<file path="src/rtl/exu_alu_arb_pkg.sv">
// exu_alu_arb_pkg: shared types for the ALU arbiter.
package exu_alu_arb_pkg;
    typedef enum logic [0:0] {ARB_NORM, ARB_FORCE} alu_arb_state_t;
    localparam logic ALU_ARB_REQ0 = 1'b0;
    localparam logic ALU_ARB_REQ1 = 1'b1;
    typedef struct packed {
        logic add;
        logic sub;
        logic land;
        logic lor;
        logic lxor;
        logic beq;
        logic bne;
        logic jal;
    } alu_pkt_t;
endpackage

</file>
<file path="src/rtl/exu_alu_arb_starve.sv">
// exu_alu_arb_starve: req1 starvation counter and forced-grant FSM.
module exu_alu_arb_starve
    import exu_alu_arb_pkg::*;
#(
    parameter int STARVE_MAX = 8,
    parameter int CNT_W      = 8
) (
    input  logic             clk,
    input  logic             rst,
    input  logic             freeze_i,
    input  logic             req1_valid_i,
    input  logic             req1_ready_i,
    output logic             force_o,
    output logic [CNT_W-1:0] starve_cnt_o
);
    localparam logic [CNT_W-1:0] MAX = CNT_W'(STARVE_MAX);
    alu_arb_state_t   state_q, state_d, state_eff;
    logic [CNT_W-1:0] cnt_q, cnt_d;
    // Reaching the limit takes effect in the same cycle so req1 wins immediately.
    always_comb begin
        state_eff = (state_q == ARB_NORM && cnt_q == MAX && req1_valid_i) ? ARB_FORCE : state_q;
        state_d   = (state_eff == ARB_FORCE && (req1_ready_i || !req1_valid_i)) ? ARB_NORM : state_eff;
        cnt_d     = (!req1_valid_i || req1_ready_i) ? '0 :
                    (freeze_i || cnt_q == MAX) ? cnt_q : cnt_q + 1'b1;
    end
    always_ff @(posedge clk) begin
        if (rst) begin
            state_q <= ARB_NORM;
            cnt_q   <= '0;
        end else begin
            state_q <= state_d;
            cnt_q   <= cnt_d;
        end
    end
    assign force_o      = state_eff == ARB_FORCE;
    assign starve_cnt_o = cnt_q;
endmodule

</file>
<file path="src/rtl/exu_alu_arb.sv">
// exu_alu_arb: shares one ALU between the issue pipe (req0) and the aux port (req1),
// with a one-cycle tagged response path and bounded req1 latency.
module exu_alu_arb
    import exu_alu_arb_pkg::*;
#(
    parameter int STARVE_MAX = 8,
    parameter int CNT_W      = 8
) (
    input  logic             clk,
    input  logic             rst,
    input  logic             freeze,
    input  logic             flush,
    input  logic             req0_valid,
    output logic             req0_ready,
    input  logic [31:0]      req0_a,
    input  logic [31:0]      req0_b,
    input  logic [30:0]      req0_pc,
    input  logic [11:0]      req0_brimm,
    input  alu_pkt_t         req0_ap,
    input  logic             req1_valid,
    output logic             req1_ready,
    input  logic [31:0]      req1_a,
    input  logic [31:0]      req1_b,
    input  alu_pkt_t         req1_ap,
    output logic             alu_valid,
    output logic             alu_enable,
    output logic [31:0]      alu_a,
    output logic [31:0]      alu_b,
    output logic [30:0]      alu_pc,
    output logic [11:0]      alu_brimm,
    output alu_pkt_t         alu_ap,
    input  logic [31:0]      alu_out,
    output logic             rsp0_valid,
    output logic             rsp1_valid,
    output logic [31:0]      rsp_data,
    output logic [CNT_W-1:0] starve_cnt
);
    logic v0, g0, g1, force_arb;
    logic owner_q, owner_d, inflight_q, inflight_d;

    exu_alu_arb_starve #(.STARVE_MAX(STARVE_MAX), .CNT_W(CNT_W)) u_starve (
        .clk          (clk),
        .rst          (rst),
        .freeze_i     (freeze),
        .req1_valid_i (req1_valid),
        .req1_ready_i (g1),
        .force_o      (force_arb),
        .starve_cnt_o (starve_cnt)
    );

    // req1 wins only when the pipe is idle, or when forced; grants are mutually exclusive.
    assign v0 = req0_valid & ~flush;
    assign g1 = ~rst & ~freeze & req1_valid & (force_arb | ~v0);
    assign g0 = ~rst & ~freeze & v0 & ~g1;

    always_comb begin
        alu_a      = g0 ? req0_a : g1 ? req1_a : '0;
        alu_b      = g0 ? req0_b : g1 ? req1_b : '0;
        alu_ap     = g0 ? req0_ap : g1 ? req1_ap : '0;
        alu_pc     = g0 ? req0_pc : '0;
        alu_brimm  = g0 ? req0_brimm : '0;
        owner_d    = g1 ? ALU_ARB_REQ1 : ALU_ARB_REQ0;
        inflight_d = g0 | g1;
    end

    always_ff @(posedge clk) begin
        if (rst) begin
            owner_q    <= ALU_ARB_REQ0;
            inflight_q <= 1'b0;
        end else begin
            owner_q    <= owner_d;
            inflight_q <= inflight_d;
        end
    end

    assign req0_ready = g0;
    assign req1_ready = g1;
    assign alu_valid  = g0 | g1;
    assign alu_enable = g0 | g1;
    assign rsp0_valid = ~rst & inflight_q & (owner_q == ALU_ARB_REQ0) & ~flush;
    assign rsp1_valid = ~rst & inflight_q & (owner_q == ALU_ARB_REQ1);
    assign rsp_data   = alu_out;
endmodule

</file>
<file path="config.mk">
export PLATFORM = sky130hd
export DESIGN_NAME = exu_alu_arb
export DESIGN_NICKNAME = d
export VERILOG_FILES = /design/src/rtl/exu_alu_arb_pkg.sv /design/src/rtl/exu_alu_arb_starve.sv /design/src/rtl/exu_alu_arb.sv
export SDC_FILE = /design/constraint.sdc
export NUM_CORES = 1
export LEC_CHECK = 0
export CORE_AREA = 5 5 147 149
export CTS_CLUSTER_DIAMETER = 50
export DETAILED_ROUTE_END_ITERATION = 16
export DIE_AREA = 0 0 152 154
export SLEW_MARGIN = 20
export SYNTH_ARGS = -nofsm -noshare
export SYNTH_HDL_FRONTEND = slang
export SYNTH_SLANG_ARGS = --single-unit
</file>
<file path="constraint.sdc">
create_clock -name clk -period 2.1 [get_ports clk]
set_input_delay 0.42 -clock clk [delete_from_list [all_inputs] [get_ports clk]]
set_output_delay 0.42 -clock clk [all_outputs]
set_load 0.01 [all_outputs]
</file>
Yosys cells after proc, flatten, opt, wreduce, memory -nomap -nowiden
Cells that the tools add are included.

Bits in registers: 11. Input port bits: 225. Output and inout bits: 161. Word-level logic and storage cells: 43.

Add/subtract/negate cells: 1. Equal/unequal tests: 1. Multiplexer cells: 10. Bitwise gates (word level): 19. Reductions and logical operators: 8.

Operators by type and width (number): $mux W32 (4); $mux W31 (1); $mux W8 (2); $mux W12 (1); $and A1 B1 Y1 (10); $add A8 B1 Y8 const B (1); $eq A8 B4 Y1 const B (1); $not A1 Y1 (7); $reduce_or A2 Y1 (2); $logic_and A1 B1 Y1 (3); $logic_or A1 B1 Y1 (2); $mux W1 (2); $or A1 B1 Y1 (2); $logic_not A1 Y1 (1).

Logic depth before layout (Yosys ltp)
Gate-level depths: netlist (run 1).

Depth in word-level cells: 9. Mapped depth: 8. Mapped depth without buffers: 6.

By module
A second synthesis (run 1) with hierarchy kept.

Cell total of the unflattened synthesis: 232. Area, all modules: 1838.0 µm².

Modules (own cells, without submodules): exu_alu_arb (instances 1, cells each 182, area an instance 1386.3 µm², seq. area each 40.0 µm²); exu_alu_arb_starve (instances 1, cells each 50, area an instance 451.7 µm², seq. area each 180.2 µm²).

Worst setup path before layout (run 1)
OpenSTA, ideal clock, no wires.

Kind: reg2out. From: register u_starve.cnt_q[0] (netlist: u_starve.starve_cnt_o[0]). To: output alu_ap[0] (netlist bit). Data arrival time: 1884 ps. Required time: 1680 ps. Setup slack: -204 ps. Cell stages (with the launch flop): 9. Buffers on the path: 2. Cell sequence: dfxtp_1 -> inv_1 -> ha_1 -> nor4b_2 -> a2111o_1 -> and3_1 -> buf_6 -> buf_6 -> a22o_1.

RTL lines: start, declared (RTL line exu_alu_arb_starve.sv:18) `logic [CNT_W-1:0] cnt_q, cnt_d;`; start signal, assigned (RTL line exu_alu_arb_starve.sv:32) `cnt_q <= cnt_d;`; end, declared (RTL line exu_alu_arb.sv:31) `output alu_pkt_t alu_ap,`.

Worst setup path after layout (run 1)
From: register u_starve.cnt_q[1] (netlist: u_starve.starve_cnt_o[1]). To: output alu_a[23].

Word-level cells in the longest chain between the ends: 9.

RTL lines: $eq A8 B4 Y1 * (RTL line exu_alu_arb_starve.sv:21) `state_eff = (state_q == ARB_NORM && cnt_q == MAX && req1_valid_i) ? ARB_FORCE : state_q;`; $logic_and A1 B1 Y1 * (2 in series) (RTL line exu_alu_arb_starve.sv:21); $mux W1 * (RTL line exu_alu_arb_starve.sv:21); $or A1 B1 Y1 * (RTL line exu_alu_arb.sv:53) `assign g1 = ~rst & ~freeze & req1_valid & (force_arb | ~v0);`; $and A1 B1 Y1 * (RTL line exu_alu_arb.sv:53); $not A1 Y1 (RTL line exu_alu_arb.sv:54) `assign g0 = ~rst & ~freeze & v0 & ~g1;`; $and A1 B1 Y1 (RTL line exu_alu_arb.sv:54); $mux W32 * (RTL line exu_alu_arb.sv:57) `alu_a = g0 ? req0_a : g1 ? req1_a : '0;`; end, declared (RTL line exu_alu_arb.sv:27) `output logic [31:0] alu_a,`.

Every way passes the cells marked *; elsewhere a longest branch is shown, timed or not.

==> summary.md, run 1 <==
| Metric | Value |
|---|---|
| Status | `complete, but fails checks` |
| Failing checks | `setup timing` |
| GR met2 Demand/Resource | `0.246` |
| Final Skew | `0.575 ps` |
| Min Hold Slack | `between 400 and 500 ps` |
| Count leader, synth | `a22o_1` |
| XOR/XNOR share of the synthesized area | `0.0236` |
| Die span in x | `152 µm` |
| TritonCTS clock tree | `done` |
| Number of global-route vias before repair | `3342` |
| CTS Root Cell | `clkbuf_16` |
| Core area | `between 20000 and 25000 µm²` |
| Endpoint class of the critical path | `output port` |
| Cell Pwr Density | `226 nW/µm²` |
| Slew @ Worst Pin | `around 280 ps` |
| DRT iter0 DRCs | `80` |
| Post-Syn Area | `1860 µm²` |
| Synth unique cells | `30` |
| Final TNS setup | `-36590 ps` |
| Post-DR vias/cell | `~3.8` |
| # setup viols final | `between 100 and 150` |
| Worst VDD drop | `roughly 260 µV` |
| Leading cell types by count after synthesis | `72 x a22o_1, 44 x and2_1, 33 x buf_4, 12 x clkbuf_1, 11 x dfxtp_1` |
| Most common flop cell mapped by yosys | `dfxtp_1` |
| Site Rows | `52` |
| Routed Antenna Nets | `0` |
| Final slew viol count | `0` |
| Syn Area/Cell | `7.90 µm²` |
| TritonCTS Sinks | `11` |
| CP Launch Type | `flop` |
| WP data required | `1680 ps` |
| Tot GR Track Use | `0.130` |
| Largest net degree at the start of global routing | `21` |
| Grt met1 use | `0.148` |
| Global route overflow | `0` |
| I/O pin count | `386` |
| Mux contribution to synthesized area | `0.00539` |
| Post-layout util | `0.292` |
| Area of the die | `23400 µm²` |
| Synth async-reset ratio | `0` |
| HP Class | `flop to flop` |
| Die height | `154 µm` |
| Area leader, netlist | `a22o_1` |
| Clk Latency, worst-skew pair | `240 ps` |
| GR Util met3 | `0.0472` |
| HPWL Detailed | `12800 µm` |
| Final hold vios | `0` |
| Syn Inst Count | `235` |
| Top-area cell type share of the netlist area | `0.340` |
| Synth Register Bits | `11` |
| Final period util | `1.21` |
| Worst Setup Slack, final | `-432 ps` |
| Initial antenna violation count | `3` |
| Starting density of the core | `0.0926` |
| Crit path max fanout | `4` |
| Mapped Nets | `462` |
| GP Congestion | `about 0.76` |
| CTS Buf Count | `3` |
| Via count | `about 3200` |
| Pre-antenna DRT Iters | `4` |
| Pre-CTS setup slack | `-860 ps` |
| Min Tclk post-route | `2530 ps` |
| RSZ-0062 raised after global routing | `yes` |
| CTS clk-pin slew, worst paths | `40 ps` |
| Adder-cell share of the synthesized area | `0.0135` |
| First-pass GRT wire length | `23300 µm` |
| Synth Area in Compound Gates | `0.376` |
| H-Tree Depth | `1` |
| Clk buf depth | `2` |
| # DRC | `0` |
| Slew HR | `0.814` |
| Fillers | `2201` |
| Final WL | `16800 µm` |
| Number of synthesized flops with an enable pin | `0` |
| Fraction of layout cells with a size suffix above 1 | `0.400` |
| Fmax | `395 MHz` |
| Synth Area in Simple Gates | `0.243` |
| Top post-synthesis cells by area | `a22o_1 34%, and2_1 15%, buf_4 13%` |
| Seq/Total Area, Yosys | `0.119` |
| Pleak | `0.00263 µW` |
| Final #Nets | `791` |
| Kind of critical path | `flop to output port` |
| Port Buf Inserts | `321` |
| Yosys Warn Count | `0` |
| WP data arrival | `around 2100 ps` |
| Most used routing layer in global routing | `met2` |
| Combinational family with the most area after synthesis | `compound AO/OA/AOI/OAI gates` |
| Average wire per standard cell | `20.1 µm` |
| Area Growth Syn to Fin | `215%` |
| Maxcap violations | `0` |
-- report_power, final --
part	internal [µW]	switching (µW)
Clock	252	97.0
Sequential	209	0.920
Combinational	528	232
Total	989	330
-- kinds of logic after synthesis --
family / Yosys count
flip-flops: 11
buffers and inverters: 59
AND/OR/NAND/NOR: 76
AO/OA/AOI/OAI: 81
adder cells (fa/ha/maj): 2
multiplexers: 1
XOR/XNOR: 5
-- registers in the layout, indices dropped and copies added, names as in the netlist --
| signal | count |
|---|---|
| owner_q | 1 |
| u_starve.starve_cnt_o | 8 |
| u_starve.state_q | 1 |
| inflight_q | 1 |
-- worst max-delay path: stages (launching register included) --
cell,delay (ps)
dfxtp_4,340
inv_2,40
ha_4,140
nor4b_4,130
a2111o_1,380
and3_4,200
buf_12,150
clkbuf_16,150
a22o_1,190
buf_2,140
-- timing repair --
| item | 4_1_cts | 5_1_grt |
|---|---|---|
| buffers inserted | 7 | 6 |
| hold buffers | 0 | 0 |
| cloned | 12 | 3 |
| resized for setup | 554 | 57 |
| endpoints found under the setup margin | 121 | 119 |
| pin swaps | 36 | 31 |
-- layout by cell type (no fill, tap or decap), types with 2 or more instances in the layout --
cell,count
dlymetal6s2s_1,2
nand2_1,6
dfxtp_1,9
buf_12,9
buf_8,2
and2_1,10
inv_1,2
buf_16,12
or3_1,2
inv_2,2
o21a_1,2
dlygate4sd2_1,6
xor2_1,3
clkdlybuf4s50_1,196
dfxtp_4,2
nor2b_1,2
xnor2_1,2
a21oi_1,3
buf_4,17
clkbuf_16,6
nand3_1,2
and3_1,2
buf_2,71
buf_6,61
nor2_1,8
and2_4,34
a22o_1,72
-- path summary, 6_finish.rpt --
check,startpoint,end,slack [ps],depth (start not counted)
max,u_starve.starve_cnt_o[1]$_SDFFE_PP0N_,alu_a[23],-430,9
min,u_starve.state_q$_SDFF_PP0_,u_starve.state_q$_SDFF_PP0_,500,2
max reg2reg,u_starve.starve_cnt_o[1]$_SDFFE_PP0N_,u_starve.starve_cnt_o[0]$_SDFFE_PP0N_,380,7
min reg2reg,u_starve.state_q$_SDFF_PP0_,u_starve.state_q$_SDFF_PP0_,500,2
-- routing by layer --
metal  part of all wire  up-vias
li1                   -     1494
met1               0.39     1441
met2               0.52      220
met3              0.083        6
met4             0.0023        0
met5                  0        -
-- area by class of cell --
type	count	area, µm²	area share
antenna	1	2.50	0.000428
clock buffer	3	75.1	0.0128
clock inverter	1	5.00	0.000856
inverter	4	15.0	0.00257
multi-input combinational	165	1360	0.233
sequential	11	228	0.0389
tap	270	338	0.0578
timing repair buffer	379	3820	0.654
-- through the flow --
| step | instance area, µm² | total power [µW] | instances |
|---|---|---|---|
| global route | 5850 | 1390 | 833 |
| finish | 5850 | 1320 | 834 |
| CTS | 5580 | 1310 | 828 |
| detailed placement | 5360 | 917 | 805 |
| global placement | 5360 | 916 | 805 |
| floorplan | 1880 | 432 | 235 |
Note: power is estimated with default switching activity, not from simulation.
==> run 2, diff against run 1 <==
- CAP_MARGIN: default -> 0
- REMOVE_ABC_BUFFERS: default -> 1
==> summary.md, run 2 (same netlist as run 1, synthesis figures left out) <==
| Metric | Value |
|---|---|
| Fillers | `2125` |
| Area Growth Syn to Fin | `227%` |
| # setup viols final | `117` |
| Crit-path cells | `inv_2, ha_4, nor4b_4, buf_4, a2111o_1, and3_4, buf_12, clkbuf_16, a22o_1, buf_2` |
| Clk buf depth | `2` |
| Fraction of layout cells with a size suffix above 1 | `0.434` |
| Final TNS setup | `-51970 ps` |
| Final Skew | `1.83 ps` |
| Fmax | `368 MHz` |
| Total power | `~1300 µW` |
| Slowest cell delay on critical path | `370 ps` |
| Pleak | `approximately 0.0027 µW` |
| Min Tclk post-route | `between 2000 and 3000 ps` |
| Clk Latency, worst-skew pair | `240 ps` |
| First-pass GRT wire length | `24600 µm` |
| Fin area | `slightly above 6000 µm²` |
| # DRC | `0` |
| Via count | `3296` |
| Max FFs per register | `8` |
| Kind of critical path | `flop to output port` |
| RSZ-0062 raised after global routing | `yes` |
| Largest net degree at the start of global routing | `24` |
| CTS Buf Count | `3` |
| Post-DR vias/cell | `between 3 and 4` |
| Final WL | `18300 µm` |
| DRT iter0 DRCs | `approximately 140` |
| HPWL Detailed | `14200 µm` |
| Final slew viol count | `0` |
| Most common cell after layout, fill and taps aside | `clkdlybuf4s50_1` |
| Port Buf Inserts | `321` |
| WP data required | `1680 ps` |
| Tot GR Track Use | `0.139` |
| H-Tree Depth | `1` |
| Area of the die | `23400 µm²` |
| Failing checks | `setup timing` |
| Number of global-route vias before repair | `3303` |
| Average wire per standard cell | `between 20 and 25 µm` |
| Buf/Inv on CP | `5` |
| Commonest cells after routing, fill and taps aside | `196 x clkdlybuf4s50_1, 75 x buf_6, 71 x a22o_1` |
| Core area | `20000 µm²` |
| Final #Nets | `809` |
| Worst VDD drop | `310 µV` |
| CP Launch Type | `flop` |
| Die span in x | `152 µm` |
| Final period util | `1.29` |
| Cell Pwr Density | `222 nW/µm²` |
| Die height | `approximately 150 µm` |
| Crit-path slowest cell | `a2111o_1` |
| Site Rows | `52` |
| Worst Setup Slack, final | `-619 ps` |
| Routed Antenna Nets | `0` |
| Starting density of the core | `0.0926` |
| Min Hold Slack | `around 510 ps` |
| CTS Root Cell | `clkbuf_16` |
| Pre-antenna DRT Iters | `4` |
| Maxcap violations | `0` |
| CTS clk-pin slew, worst paths | `about 40 ps` |
| Cell family contributing the most delay on the critical path | `buffers and inverters` |
| Global route overflow | `0` |
| GP Congestion | `between 0.8 and 0.9` |
| Crit path max fanout | `8` |
| Endpoint class of the critical path | `output port` |
| Slew @ Worst Pin | `286 ps` |
| Slew HR | `0.808` |
| TritonCTS Sinks | `11` |
| Final hold vios | `0` |
| HP Class | `flop to flop` |
| Status | `complete, but fails checks` |
| I/O pin count | `386` |
| Initial antenna violation count | `7` |
| TritonCTS clock tree | `done` |
| Area after DPL | `5340 µm²` |
| WP data arrival | `2300 ps` |
run 2: cell type report:
class	count	area (µm²)	share of cell area
antenna	4	10.0	0.00165
clock buffer	4	78.8	0.0130
inverter	4	15.0	0.00248
multi-input combinational	165	1390	0.229
sequential	11	223	0.0367
tap	270	338	0.0557
timing repair buffer	397	4010	0.661
run 2: final timing paths:
path / startpoint / end / slack, ps / cells after the start
worst max-delay path: u_starve.starve_cnt_o[0]$_SDFFE_PP0N_ / alu_a[20] / -620 / 10
worst min register to register: u_starve.state_q$_SDFF_PP0_ / u_starve.state_q$_SDFF_PP0_ / 510 / 2
worst min-delay path: u_starve.state_q$_SDFF_PP0_ / u_starve.state_q$_SDFF_PP0_ / 510 / 2
worst max register to register: u_starve.starve_cnt_o[0]$_SDFFE_PP0N_ / u_starve.starve_cnt_o[0]$_SDFFE_PP0N_ / 60 / 10
run 2: what timing repair did:
| item | in CTS | in global routing |
|---|---|---|
| hold buffers | 0 | 0 |
| resized for setup | 534 | 95 |
| pin swaps | 32 | 14 |
| setup endpoints to repair | 121 | 117 |
| gates cloned | 12 | 4 |
| buffers inserted | 18 | 15 |
run 2: per-stage QoR:
step / setup slack, ps / std cells / utilization
2_1_floorplan: -1830 / 180 / -
3_3_place_gp: -844 / 805 / 0.266
3_5_place_dp: -884 / 805 / 0.266
4_1_cts: -641 / 838 / 0.290
5_1_grt: -701 / 853 / 0.302
6_report: -619 / 855 / 0.302
run 2: worst register-to-register path: stages (launching register included):
cell and delay (ps):
dfxtp_2 330, inv_2 40, ha_4 150, nor4b_4 130, buf_4 130, a2111o_1 370
buf_4 140, buf_4 120, buf_4 120, or3_1 300, a21boi_1 130
run 2: power breakdown:
group | switching, µW | internal [µW]
Combinational | 240 | 543
Sequential | 0.943 | 212
Clock | 94.5 | 255
Total | 335 | 1010
run 2: routing by layer:
metal	wire length (µm)	GRT usage	share of wire
met4	221	0.0201	0.012
met1	7370	0.164	0.40
met2	9130	0.243	0.50
met5	13	0.00621	0.00071
met3	1610	0.0534	0.088
==> run 3, diff against run 2 <==
- CORE_AREA: 5 5 147 149 -> 5 5 146 148
- DIE_AREA: 0 0 152 154 -> 0 0 151 153
- HOLD_SLACK_MARGIN: default -> 0.03
- SYNTH_HIERARCHICAL: default -> 1
==> summary.md, run 3 <==
| Metric | Value |
|---|---|
| Status | `complete, but fails checks` |
| Failing checks | `setup timing` |
| Final Skew | `a little over 3 ps` |
| Slew HR | `0.785` |
| Site Rows | `52` |
| Crit path max fanout | `15` |
| Port Buf Inserts | `321` |
| Pleak | `0.00257 µW` |
| Commonest cells after routing, fill and taps aside | `199 x clkdlybuf4s50_1, 70 x a22o_1, 68 x buf_2` |
| CTS clk-pin slew, worst paths | `40 ps` |
| GP Congestion | `0.843` |
| Largest net degree at the start of global routing | `29` |
| I/O pin count | `386` |
| Routed Antenna Nets | `0` |
| Number of global-route vias before repair | `3321` |
| CP Launch Type | `flop` |
| HP Class | `flop to flop` |
| TritonCTS clock tree | `done` |
| Core area | `19900 µm²` |
| Max FFs per register | `8` |
| Final TNS setup | `-54160 ps` |
| Area of the die | `23100 µm²` |
| Syn Area/Cell | `7.92 µm²` |
| Clk Latency, worst-skew pair | `240 ps` |
| Final slew viol count | `0` |
| Pre-antenna DRT Iters | `4` |
| Via count | `3084` |
| RSZ-0062 raised after global routing | `yes` |
| Area Growth Syn to Fin | `213%` |
| CTS Buf Count | `3` |
| Clk buf depth | `2` |
| Buf/Inv on CP | `5` |
| Post-DR vias/cell | `3.72` |
| # DRC | `0` |
| Worst VDD drop | `163 µV` |
| Yosys Warn Count | `6` |
| Worst Setup Slack, final | `-585 ps` |
| Synth async-reset ratio | `0` |
| Kind of critical path | `flop to output port` |
| Final #Nets | `just under 800` |
| HPWL Detailed | `12200 µm` |
| Min Hold Slack | `592 ps` |
| Final WL | `16000 µm` |
| Global route overflow | `0` |
| Post-Syn Area | `1840 µm²` |
| Pre-CTS setup slack | `-858 ps` |
| Maxcap violations | `0` |
| Crit-path cells | `inv_2, ha_4, nor4b_4, a41o_1, buf_4, o311a_4, buf_6, buf_12, a22o_1, buf_2` |
| Fillers | `2140` |
| Count leader, synth | `a22o_1` |
| R2r worst-path depth | `11` |
| Starting density of the core | `0.0923` |
| H-Tree Depth | `1` |
| Die span in x | `151 µm` |
| Most common flop cell mapped by yosys | `dfxtp_1` |
| Average wire per standard cell | `19.3 µm` |
| First-pass GRT wire length | `21400 µm` |
| Slew @ Worst Pin | `320 ps` |
| Syn Inst Count | `about 230` |
| DRT iter0 DRCs | `97` |
| Crit-path slowest cell | `o311a_4` |
| Min Tclk post-route | `between 2000 and 3000 ps` |
| RR Endpoint | `u_starve/starve_cnt_o[1]$_SDFFE_PP0N_` |
| WP data arrival | `2270 ps` |
| TritonCTS Sinks | `11` |
| R2R Setup Slk | `10 ps` |
| CTS Root Cell | `clkbuf_16` |
| Cts hold-fix bufs | `0` |
| Cell Pwr Density | `230 nW/µm²` |
| Endpoint class of the critical path | `output port` |
| Initial antenna violation count | `0` |
| Area leader, netlist | `a22o_1` |
| Tot GR Track Use | `0.123` |
| # setup viols final | `117` |
| WP data required | `1680 ps` |
| Leading cell types by count after synthesis | `72 x a22o_1, 44 x and2_1, 34 x buf_4, 18 x buf_2, 11 x dfxtp_1` |
| Reg2reg start | `u_starve/starve_cnt_o[1]$_SDFFE_PP0N_` |
| Most common cell after layout, fill and taps aside | `clkdlybuf4s50_1` |
| Synth Register Bits | `11` |
| Final hold vios | `0` |
| Fraction of layout cells with a size suffix above 1 | `0.410` |
| # diodes | `0` |
| Hold-critical path depth | `3` |
| Cell family contributing the most delay on the critical path | `compound AO/OA/AOI/OAI gates` |
| Top post-synthesis cells by area | `a22o_1 34%, and2_1 15%, buf_4 14%` |
| Number of synthesized flops with an enable pin | `0` |
| Seq/Total Area, Yosys | `0.120` |
| Total power | `1320 µW` |
| Top-area cell type share of the netlist area | `0.343` |
| Slowest cell delay on critical path | `340 ps` |
| Post-layout util | `0.289` |
| Synth unique cells | `34` |
| Hold EP | `u_starve/starve_cnt_o[7]$_SDFFE_PP0N_` |
| Hold Crit Start | `u_starve/starve_cnt_o[7]$_SDFFE_PP0N_` |
| Die height | `~150 µm` |
| Final period util | `1.28` |
| Fmax | `approximately 370 MHz` |
## run 3: through the flow
step,cells,cell area (µm²)
global placement,800,5320
finish,828,5750
detailed placement,800,5320
floorplan,178,1470
CTS,818,5240
global route,828,5750
## run 3: routing by layer
layer	track usage	wire length (µm)
met5	0.00652	0
met4	0.0151	161
met3	0.0539	1780
met2	0.221	7910
met1	0.138	6110
## run 3: worst max-delay path by stage
stage,cells past startpoint,from,slack (ps),endpoint
floorplan,7,u_starve/starve_cnt_o[0]$_SDFFE_PP0N_,-1720,alu_a[0]
global placement,7,req1_valid,-860,alu_b[12]
detailed placement,7,req1_valid,-860,alu_b[12]
CTS,11,u_starve/starve_cnt_o[1]$_SDFFE_PP0N_,-580,alu_a[2]
global route,10,u_starve/starve_cnt_o[1]$_SDFFE_PP0N_,-640,alu_a[30]
finish,10,u_starve/starve_cnt_o[1]$_SDFFE_PP0N_,-590,alu_b[11]
## run 3: tightest hold or removal path, delay by kind of cell, from the launching register on
family                 cells  cell delay [ps]
buffers and inverters      1              130
DFF                        1              300
AOI/OAI and AO/OA          2              100
## run 3: final cells by class
cell class / instances / area, µm² / share of cell area
multi-input combinational: 164 / 1400 / 0.244
tap: 270 / 338 / 0.0588
clock buffer: 4 / 78.8 / 0.0137
timing repair buffer: 376 / 3690 / 0.643
sequential: 11 / 223 / 0.0388
inverter: 3 / 11.3 / 0.00196
## run 3: where the power goes
| group | internal, µW | switching (µW) | total (µW) |
|---|---|---|---|
| clock network | 255 | 95.9 | 351 |
| registers | 213 | 1.56 | 214 |
| logic | 523 | 233 | 756 |
| total | 991 | 330 | 1320 |
## run 3: logic make-up after synthesis
family	synth area share
simple gates	0.242
xor+xnor	0.00953
buf+inv	0.206
mux	0.0109
compound gates	0.398
flops	0.120
fa+ha+maj	0.0136
## run 3: repair_timing
action / 4_1_cts / 5_1_grt
cloned: 5 / 7
endpoints found under the setup margin: 130 / 121
resized for setup: 522 / 87
endpoints found under the hold margin: 0 / 0
pin swaps: 25 / 37
buffers inserted: 9 / 5
